## src/rtl/keypad_pkg.sv

```systemverilog
// Shared keypad encodings: key codes, row/column drive patterns and the emulator state type.
package keypad_pkg;
    localparam logic [3:0] KEY_1    = 4'd0;
    localparam logic [3:0] KEY_2    = 4'd1;
    localparam logic [3:0] KEY_3    = 4'd2;
    localparam logic [3:0] KEY_4    = 4'd3;
    localparam logic [3:0] KEY_5    = 4'd4;
    localparam logic [3:0] KEY_6    = 4'd5;
    localparam logic [3:0] KEY_7    = 4'd6;
    localparam logic [3:0] KEY_8    = 4'd7;
    localparam logic [3:0] KEY_9    = 4'd8;
    localparam logic [3:0] KEY_STAR = 4'd9;
    localparam logic [3:0] KEY_0    = 4'd10;
    localparam logic [3:0] KEY_HASH = 4'd11;

    localparam logic [3:0] ROW1 = 4'b0100;
    localparam logic [3:0] ROW2 = 4'b0010;
    localparam logic [3:0] ROW3 = 4'b0001;
    localparam logic [3:0] ROW4 = 4'b1000;

    localparam logic [2:0] COL_L    = 3'b100;
    localparam logic [2:0] COL_M    = 3'b010;
    localparam logic [2:0] COL_R    = 3'b001;
    localparam logic [2:0] COL_NONE = 3'b111;

    typedef enum logic [1:0] {IDLE, WAIT_ROW, HOLD, GAP} emu_state_t;

    typedef struct packed {
        logic [3:0] row;
        logic [2:0] col;
    } key_pos_t;
endpackage

```

## src/rtl/keypad_matrix_emulator_if.sv

```systemverilog
// Command handshake between a self-test sequencer and the keypad emulator.
interface keypad_matrix_emulator_if #(parameter int HOLD_W = 20);
    logic              cmd_valid;
    logic              cmd_ready;
    logic [3:0]        cmd_key;
    logic [HOLD_W-1:0] cmd_hold;

    modport master (output cmd_valid, cmd_key, cmd_hold, input cmd_ready);
    modport slave  (input cmd_valid, cmd_key, cmd_hold, output cmd_ready);
endinterface

```

## src/rtl/keypad_key_decode.sv

```systemverilog
// Maps a key code to its matrix position; codes 12..15 decode as invalid.
module keypad_key_decode
    import keypad_pkg::*;
(
    input  logic [3:0] key,
    output logic       valid,
    output key_pos_t   pos
);
    always_comb begin
        valid   = 1'b1;
        pos.row = 4'b0000;
        pos.col = COL_NONE;
        case (key)
            KEY_1, KEY_2, KEY_3:       pos.row = ROW1;
            KEY_4, KEY_5, KEY_6:       pos.row = ROW2;
            KEY_7, KEY_8, KEY_9:       pos.row = ROW3;
            KEY_STAR, KEY_0, KEY_HASH: pos.row = ROW4;
            default:                   valid   = 1'b0;
        endcase
        case (key)
            KEY_1, KEY_4, KEY_7, KEY_STAR: pos.col = COL_L;
            KEY_2, KEY_5, KEY_8, KEY_0:    pos.col = COL_M;
            KEY_3, KEY_6, KEY_9, KEY_HASH: pos.col = COL_R;
            default:                       pos.col = COL_NONE;
        endcase
    end
endmodule

```

## src/rtl/keypad_matrix_emulator.sv

```systemverilog
// Keypad-side responder: waits for the scanner to drive the commanded key's row,
// then returns that key's column while the row is active for the hold window.
module keypad_matrix_emulator
    import keypad_pkg::*;
#(
    parameter int HOLD_W         = 20,
    parameter int TIMEOUT_CYCLES = 10000,
    parameter int GAP_CYCLES     = 1000,
    parameter int CNT_W          = 8
) (
    input  logic                     clk,
    input  logic                     rst,
    input  logic [3:0]               in_row,
    output logic [2:0]               out_col,
    keypad_matrix_emulator_if.slave  cmd,
    output logic                     busy,
    output logic                     done,
    output logic                     timeout,
    output logic                     err_key,
    output logic [CNT_W-1:0]         press_count
);
    localparam int TW = $clog2(TIMEOUT_CYCLES);
    localparam int GW = $clog2(GAP_CYCLES);
    localparam logic [TW-1:0] T_LAST = TW'(TIMEOUT_CYCLES - 1);
    localparam logic [GW-1:0] G_LAST = GW'(GAP_CYCLES - 1);

    emu_state_t        state, state_n;
    key_pos_t          dec_pos, tgt_q;
    logic              dec_valid;
    logic [HOLD_W-1:0] hold_q, hcnt;
    logic [TW-1:0]     tcnt;
    logic [GW-1:0]     gcnt;
    logic              to_q, err_q;
    logic              row_hit, gap_last;

    keypad_key_decode u_dec (.key(cmd.cmd_key), .valid(dec_valid), .pos(dec_pos));

    // Exact compare: a non-one-hot or multi-row drive never matches.
    assign row_hit  = (in_row == tgt_q.row);
    assign gap_last = (gcnt == G_LAST);

    always_comb begin
        state_n = state;
        case (state)
            IDLE:     if (cmd.cmd_valid)
                          state_n = (!dec_valid || cmd.cmd_hold == '0) ? GAP : WAIT_ROW;
            WAIT_ROW: if (row_hit)             state_n = HOLD;
                      else if (tcnt == T_LAST) state_n = GAP;
            HOLD:     if (hcnt == HOLD_W'(1))  state_n = GAP;
            GAP:      if (gap_last)            state_n = IDLE;
            default:  state_n = IDLE;
        endcase
    end

    always_comb begin
        cmd.cmd_ready = (state == IDLE);
        busy          = (state != IDLE);
        done          = (state == GAP) && gap_last;
        timeout       = done && to_q;
        err_key       = done && err_q;
        out_col       = (state == HOLD && row_hit) ? tgt_q.col : COL_NONE;
    end

    always_ff @(posedge clk) begin
        if (rst) begin
            state       <= IDLE;
            tgt_q       <= '{row: 4'b0000, col: COL_NONE};
            hold_q      <= '0;
            hcnt        <= '0;
            tcnt        <= '0;
            gcnt        <= '0;
            to_q        <= 1'b0;
            err_q       <= 1'b0;
            press_count <= '0;
        end else begin
            state <= state_n;
            case (state)
                IDLE: if (cmd.cmd_valid) begin
                    tgt_q  <= dec_pos;
                    hold_q <= cmd.cmd_hold;
                    err_q  <= !dec_valid;
                    tcnt   <= '0;
                    gcnt   <= '0;
                end
                WAIT_ROW: begin
                    if (row_hit) begin
                        hcnt        <= hold_q;
                        press_count <= press_count + 1'b1;
                    end else if (tcnt == T_LAST) begin
                        to_q <= 1'b1;
                    end else begin
                        tcnt <= tcnt + 1'b1;
                    end
                end
                HOLD: hcnt <= hcnt - 1'b1;
                GAP: begin
                    if (gap_last) begin
                        gcnt  <= '0;
                        to_q  <= 1'b0;
                        err_q <= 1'b0;
                    end else begin
                        gcnt <= gcnt + 1'b1;
                    end
                end
                default: ;
            endcase
        end
    end
endmodule

```

## src/flat_wrapper.sv

```systemverilog
// flat-port wrapper written by rule: the top's interface ports become plain ports
module keypad_matrix_emulator_flat import keypad_pkg::*;
#(
    parameter int HOLD_W         = 20,
    parameter int TIMEOUT_CYCLES = 10000,
    parameter int GAP_CYCLES     = 1000,
    parameter int CNT_W          = 8
)
  (clk, rst, in_row, out_col, busy, done, timeout, err_key, press_count, cmd_cmd_valid, cmd_cmd_key, cmd_cmd_hold, cmd_cmd_ready);
  keypad_matrix_emulator_if #(.HOLD_W(HOLD_W)) cmd_i ();
  input  logic clk;
  input  logic rst;
  input  logic [3:0] in_row;
  output logic [2:0] out_col;
  output logic busy;
  output logic done;
  output logic timeout;
  output logic err_key;
  output logic [CNT_W-1:0] press_count;
  input wire logic [$bits(cmd_i.cmd_valid)-1:0] cmd_cmd_valid;
  input wire logic [$bits(cmd_i.cmd_key)-1:0] cmd_cmd_key;
  input wire logic [$bits(cmd_i.cmd_hold)-1:0] cmd_cmd_hold;
  output wire logic [$bits(cmd_i.cmd_ready)-1:0] cmd_cmd_ready;
  assign cmd_i.cmd_valid = cmd_cmd_valid;
  assign cmd_i.cmd_key = cmd_cmd_key;
  assign cmd_i.cmd_hold = cmd_cmd_hold;
  assign cmd_cmd_ready = cmd_i.cmd_ready;
  keypad_matrix_emulator #(.HOLD_W(HOLD_W), .TIMEOUT_CYCLES(TIMEOUT_CYCLES), .GAP_CYCLES(GAP_CYCLES), .CNT_W(CNT_W)) u_core (.clk(clk), .rst(rst), .in_row(in_row), .out_col(out_col), .cmd(cmd_i), .busy(busy), .done(done), .timeout(timeout), .err_key(err_key), .press_count(press_count));
endmodule
```

## config.mk

```make
export PLATFORM = sky130hd
export DESIGN_NAME = keypad_matrix_emulator_flat
export DESIGN_NICKNAME = d
export VERILOG_FILES = /design/src/rtl/keypad_pkg.sv /design/src/rtl/keypad_matrix_emulator_if.sv /design/src/rtl/keypad_key_decode.sv /design/src/rtl/keypad_matrix_emulator.sv /design/src/flat_wrapper.sv
export SDC_FILE = /design/constraint.sdc
export NUM_CORES = 1
export LEC_CHECK = 0
export ABC_AREA = 1
export CORE_ASPECT_RATIO = 0.6
export CORE_UTILIZATION = 58
export CTS_CLUSTER_SIZE = 12
export DETAILED_ROUTE_END_ITERATION = 8
export PLACE_DENSITY = 0.81
export SLEW_MARGIN = 20
export SYNTH_ARGS = -nofsm -noshare
export SYNTH_HDL_FRONTEND = slang
export SYNTH_HIERARCHICAL = 1
export SYNTH_SLANG_ARGS = --single-unit
```

## constraint.sdc

```tcl
create_clock -name clk -period 1.8 [get_ports clk]
set_input_delay 0.27 -clock clk [delete_from_list [all_inputs] [get_ports clk]]
set_output_delay 0.27 -clock clk [all_outputs]
set_load 0.05 [all_outputs]
```

# Yosys cells after proc, flatten, opt, wreduce, memory -nomap -nowiden
# Memories as Yosys holds them, arrays and structs flattened. A register that Yosys moved wholly into a read port is not among the register bits.
# Index checks and enable logic that the tools add are counted.
# word_totals
ff_bits	80
romBits	48
input_bits	31
out_inout_bits	16
n_memories	1
# mem_list
memory	depth	width	rd	rd_ports_with_merged_regs	write_ports	line_no	text
(name not given)	16	3	1	1	0	keypad_key_decode.sv:20	case (key)
# op_classes
n_addsub	4
eq_ne	26
mux	25
n_reduce_logical	27
# ops
cell	count
14-bit 2-to-1 mux	3
20-bit one-hot mux with 2 select lines	1
14-bit one-hot mux with 2 select lines	1
20-bit by 1-bit equality test with 1-bit output (second input constant)	1
20-bit zero test	1
10-bit 2-to-1 mux	2
20-bit 2-to-1 mux	1
10-bit one-hot mux with 2 select lines	1
20-bit by 1-bit subtractor with 20-bit output (second input constant)	1
4-bit by 3-bit equality test with 1-bit output (second input constant)	4
4-bit equality test (second input constant)	4
4-bit one-hot mux with 4 select lines	1
14-bit by 1-bit adder with 14-bit output (second input constant)	1
14-bit equality test (second input constant)	1
2-bit 2-to-1 mux	6
4-bit AND reduction	3
12-bit OR reduction	1
3-bit OR reduction	4
10-bit by 1-bit adder with 10-bit output (second input constant)	1
10-bit equality test (second input constant)	1
2-bit nonzero test	5
8-bit by 1-bit adder with 8-bit output (second input constant)	1
4-bit by 2-bit equality test with 1-bit output (second input constant)	2
2-bit by 1-bit != test with 1-bit output (second input constant)	4
other kinds (17)	31

# Logic depth before layout (Yosys ltp)
# Gate-level depths: netlist of run 1.
# depth
ltp_word	8
depth_mapped	13
mapped_depth_nobuf	13

# Modules after synthesis
# The synthesis of run 1 kept the hierarchy.
# by_module_without_submodules
module	n_inst	cells_per_inst	area_per_inst_um2
keypad_matrix_emulator	1	704	4585.6
keypad_key_decode	1	47	251.5

# Worst setup path after synthesis of run 1
# OpenSTA, ideal clock, no wires.
# synth_timing
path_kind	register to output
start	register u_core.gcnt[0]
end	output err_key
arrival_ps	2269
path_slack_ps	-739
stages_incl_launch_ff	8
path_cell_list	dfxtp_1 ha_1 nand2_1 nor2_1 nand2_1 nor2_1 inv_1 nor2_1
# synth_between
elab_chain_cells	3
# synth_rtl
element	line_no	text
start, declared	keypad_matrix_emulator.sv:32	logic [GW-1:0] gcnt;
start signal, assigned	keypad_matrix_emulator.sv:102	gcnt <= gcnt + 1'b1;
10-bit equality test	keypad_matrix_emulator.sv:40	assign gap_last = (gcnt == G_LAST);
1-bit logical AND	keypad_matrix_emulator.sv:58	done = (state == GAP) && gap_last;
net done	flat_wrapper.sv:16	output logic done;
1-bit logical AND	keypad_matrix_emulator.sv:60	err_key = done && err_q;
end, declared	flat_wrapper.sv:18	output logic err_key;
# The timed path passes the listed nets, and every way through them passes these cells.

# Final worst setup path of run 1
# layout_timing
start	register u_core.gcnt[3]
end	output timeout
# layout_between
elab_chain_cells	3
# layout_rtl
element	line_no	text
10-bit equality test	keypad_matrix_emulator.sv:40	
1-bit logical AND	keypad_matrix_emulator.sv:58	
1-bit logical AND	keypad_matrix_emulator.sv:59	timeout = done && to_q;
end, declared	flat_wrapper.sv:17	output logic timeout;
# No other way between the ends.

==> results.yml, run 1 <==
timing:
  setup_tns_ns: -0.385
  fin_ws_ns: -0.0809
  worstMarginPinSlew_ns: 0.484
  report.final.slew_viol_count: 0
  fin_skew_ns: 0.0108
  timing.hold.ws_ns: 0.464
  setup_viol: 8
  fmax_ghz: 0.532
  rsz0062_at_grt: "yes"
  post-route-period-util_pct: 104
  post-route-min-period_ns: 1.88
  hold_viol_final: 0
  slew_headroom_pct: 67.8
logic_synthesis:
  synthTopCellsByArea: "dfxtp_1 34%, nand2_1 14%, nor2_1 11%"
  mappedNetlistNets: 795
  seq_area_frac_synth_pct: 34.4
  syn_avg_cell_area_sq_um: 6.44
  ys_types: 35
  synth_area_sq_um: 4840
  yosys_warnings: 6
  netlist_instances: 751
  synth_seq_cells: 83
  yosysTopAreaCell: "dfxtp_1"
  synth.top_cell.area_share_pct: 34.4
global_route:
  grt_max_degree: 40
  grt_overflow: 0
  first_global_vias: 4788
  antenna_found_initial: 0
  grt_pass1_wl_um: 22300
  grtUsageTotal_pct: 32.7
placed_design:
  gp_congestion: 0.962
  io_buffers: 46
  place_area_sq_um: 5700
  placed_cells: 918
  hpwl_um: 9520
  post-place-ws_ns: -0.170
worst_setup_path:
  startpoint_type: "flop"
  worstPathRequired_ns: 1.53
  arrival_ns: 1.61
  worstSetupPathType: "flop to output port"
  worstPathMaxFanout: 4
  cp-end-kind: "output port"
floorplanning:
  die_w_um: 120
  die_area_sq_um: 8720
  initial_core_util_pct: 60.6
  pin_count: 47
  die_h_um: 72.7
  rows: 25
  coreArea_sq_um: 7980
cells_and_area:
  multi_input_area_sq_um: 2960
  n_antenna_cell: 0
  syn2layout_area_growth_pct: 34.0
  final_area_sq_um: 6480
  final_util_pct: 81.3
  fillers: 489
  nets: 889
  drive_above_1_share_pct: 21.9
  finalNonFillerCells: 958
  ff_latch_area_sq_um: 1680
cts:
  clockBufferDepth: 2
  insertion_delay_ns: 0.35
  holdBufCountCts: 0
  cts_tree: "yes"
  numCtsBuffers: 9
  clk_pin_slew_worst_paths_ns: 0.06
  htreeDepth: 3
  cts-root-buf: "clkbuf_16"
  clkSinkCount: 83
pwr:
  power_density_nw_per_um2: 1500
  p_total_mw: 9.72
  ir_worst_vdd_mv: 0.759
  static-leakage-power_nw: 2.74
hold_path:
  hold_class: "flop to flop"
run_status:
  failed_checks: "setup timing"
  status: "finished, violations left"
routing:
  viasPerCell: 5.84
  drt_iter0_markers: 647
  drtPass1Iterations: 6
  wirelength_met1_um: 6400
  wl_met3_um: 1810
  ant_nets: 0
  wl_per_cell_um: 16.5
  wl_met2_um: 6870
  drc_errors: 0
  highest_layer: "met4"
  routed_wl_um: 15800
  dr_total_vias: 5594
run:
  max-cap-violations: 0
## worst max-delay path, cell delays in order (launching register included)
cell and delay (ns):
dfxtp_1 0.35, inv_1 0.10, nand2_1 0.06, nor2_2 0.18
nand2_4 0.10, nor2_4 0.14, inv_4 0.07, nor2_4 0.11
buf_12 0.14
## layer usage
metal / global-route usage [%] / vias up
met5: 0 / -
li1: - / 2581
met4: 9.31 / 0
met1: 44.7 / 2533
met3: 8.05 / 82
met2: 51.4 / 398
## cells by family (layout without fill, tap and decap cells)
family                   count (synthesis)  count (layout)  synth area share, %
buffers and inverters                  108             207                 9.29
AND/OR/NAND/NOR                        402             402                 34.7
adder cells (fa/ha/maj)                 13              13                 3.36
flip-flops                              83              83                 34.4
AO/OA/AOI/OAI                          128             128                 15.2
XOR/XNOR                                17              17                 3.08
## cell type report
cell class	count	share of cell area (%)
clock buffers	12	3.80
inverters	83	5.02
flip-flops and latches	83	25.9
well taps	108	2.08
clock inverters	4	1.14
multi-input cells	560	45.6
repair buffers	108	16.4
## worst paths after layout
check,startpoint,endpoint,slack (ns),depth (start not counted)
setup / recovery,u_core/gcnt[3],timeout,-0.08,8
hold / removal,u_core/tgt_q[3],u_core/tgt_q[3],0.46,2
setup reg to reg,u_core/tgt_q[6],u_core/tcnt[0],-0.07,14
hold reg to reg,u_core/tgt_q[3],u_core/tgt_q[3],0.46,2
## layout by cell type (no fill, tap or decap), drive strengths merged
cell,Yosys,layout
nand2,193,193
nor2,145,145
dfxtp,83,83
inv,80,80
buf,12,76
a21oi,55,55
o21ai,54,54
nand3,42,42
clkdlybuf4s50,0,26
clkbuf,13,13
ha,13,13
nor3,12,12
xor2,12,12
o211ai,12,12
nand4,8,8
dlygate4sd2,0,5
xnor2,5,5
clkinv,3,5
a211oi,3,3
bufinv,0,2
or2,2,2
a31oi,2,2
o32ai,1,1
o22ai,1,1
## flip-flops by register name (all words and copies together) (netlist names)
register            cells
u_core/err_q            1
u_core/gcnt            10
u_core/hcnt            20
u_core/hold_q          20
u_core/press_count      8
u_core/state            2
u_core/tcnt            14
u_core/tgt_q            7
u_core/to_q             1
## cell usage after synthesis (all sizes together)
library cell    n
dfxtp          83
a31oi           2
a211oi          3
nand2         193
a21oi          55
nand4           8
inv            80
nor2          145
ha             13
buf            12
clkbuf         13
nor3           12
xor2           12
clkinv          3
nand3          42
o211ai         12
or2             2
o32ai           1
o22ai           1
o21ai          54
xnor2           5
## report_power, final
part	internal (mW)	total, mW	switching [mW]
logic	2.01	5.21	3.20
registers	2.19	2.50	0.309
clock network	1.25	2.02	0.764
total	5.45	9.72	4.27
## repair_timing
action	4_1_cts	5_1_grt
buffers inserted	12	12
setup endpoints to repair	8	50
gates resized for setup	32	56
pin swaps	11	25
cloned	0	1
(Power assumes the default switching activity.)
==> inputs of run 2 (changes only) <==
CAP_MARGIN = 5   (was unset)
==> results of run 2 <==
The final DEF is identical to that of run 1; final timing and power are the same.
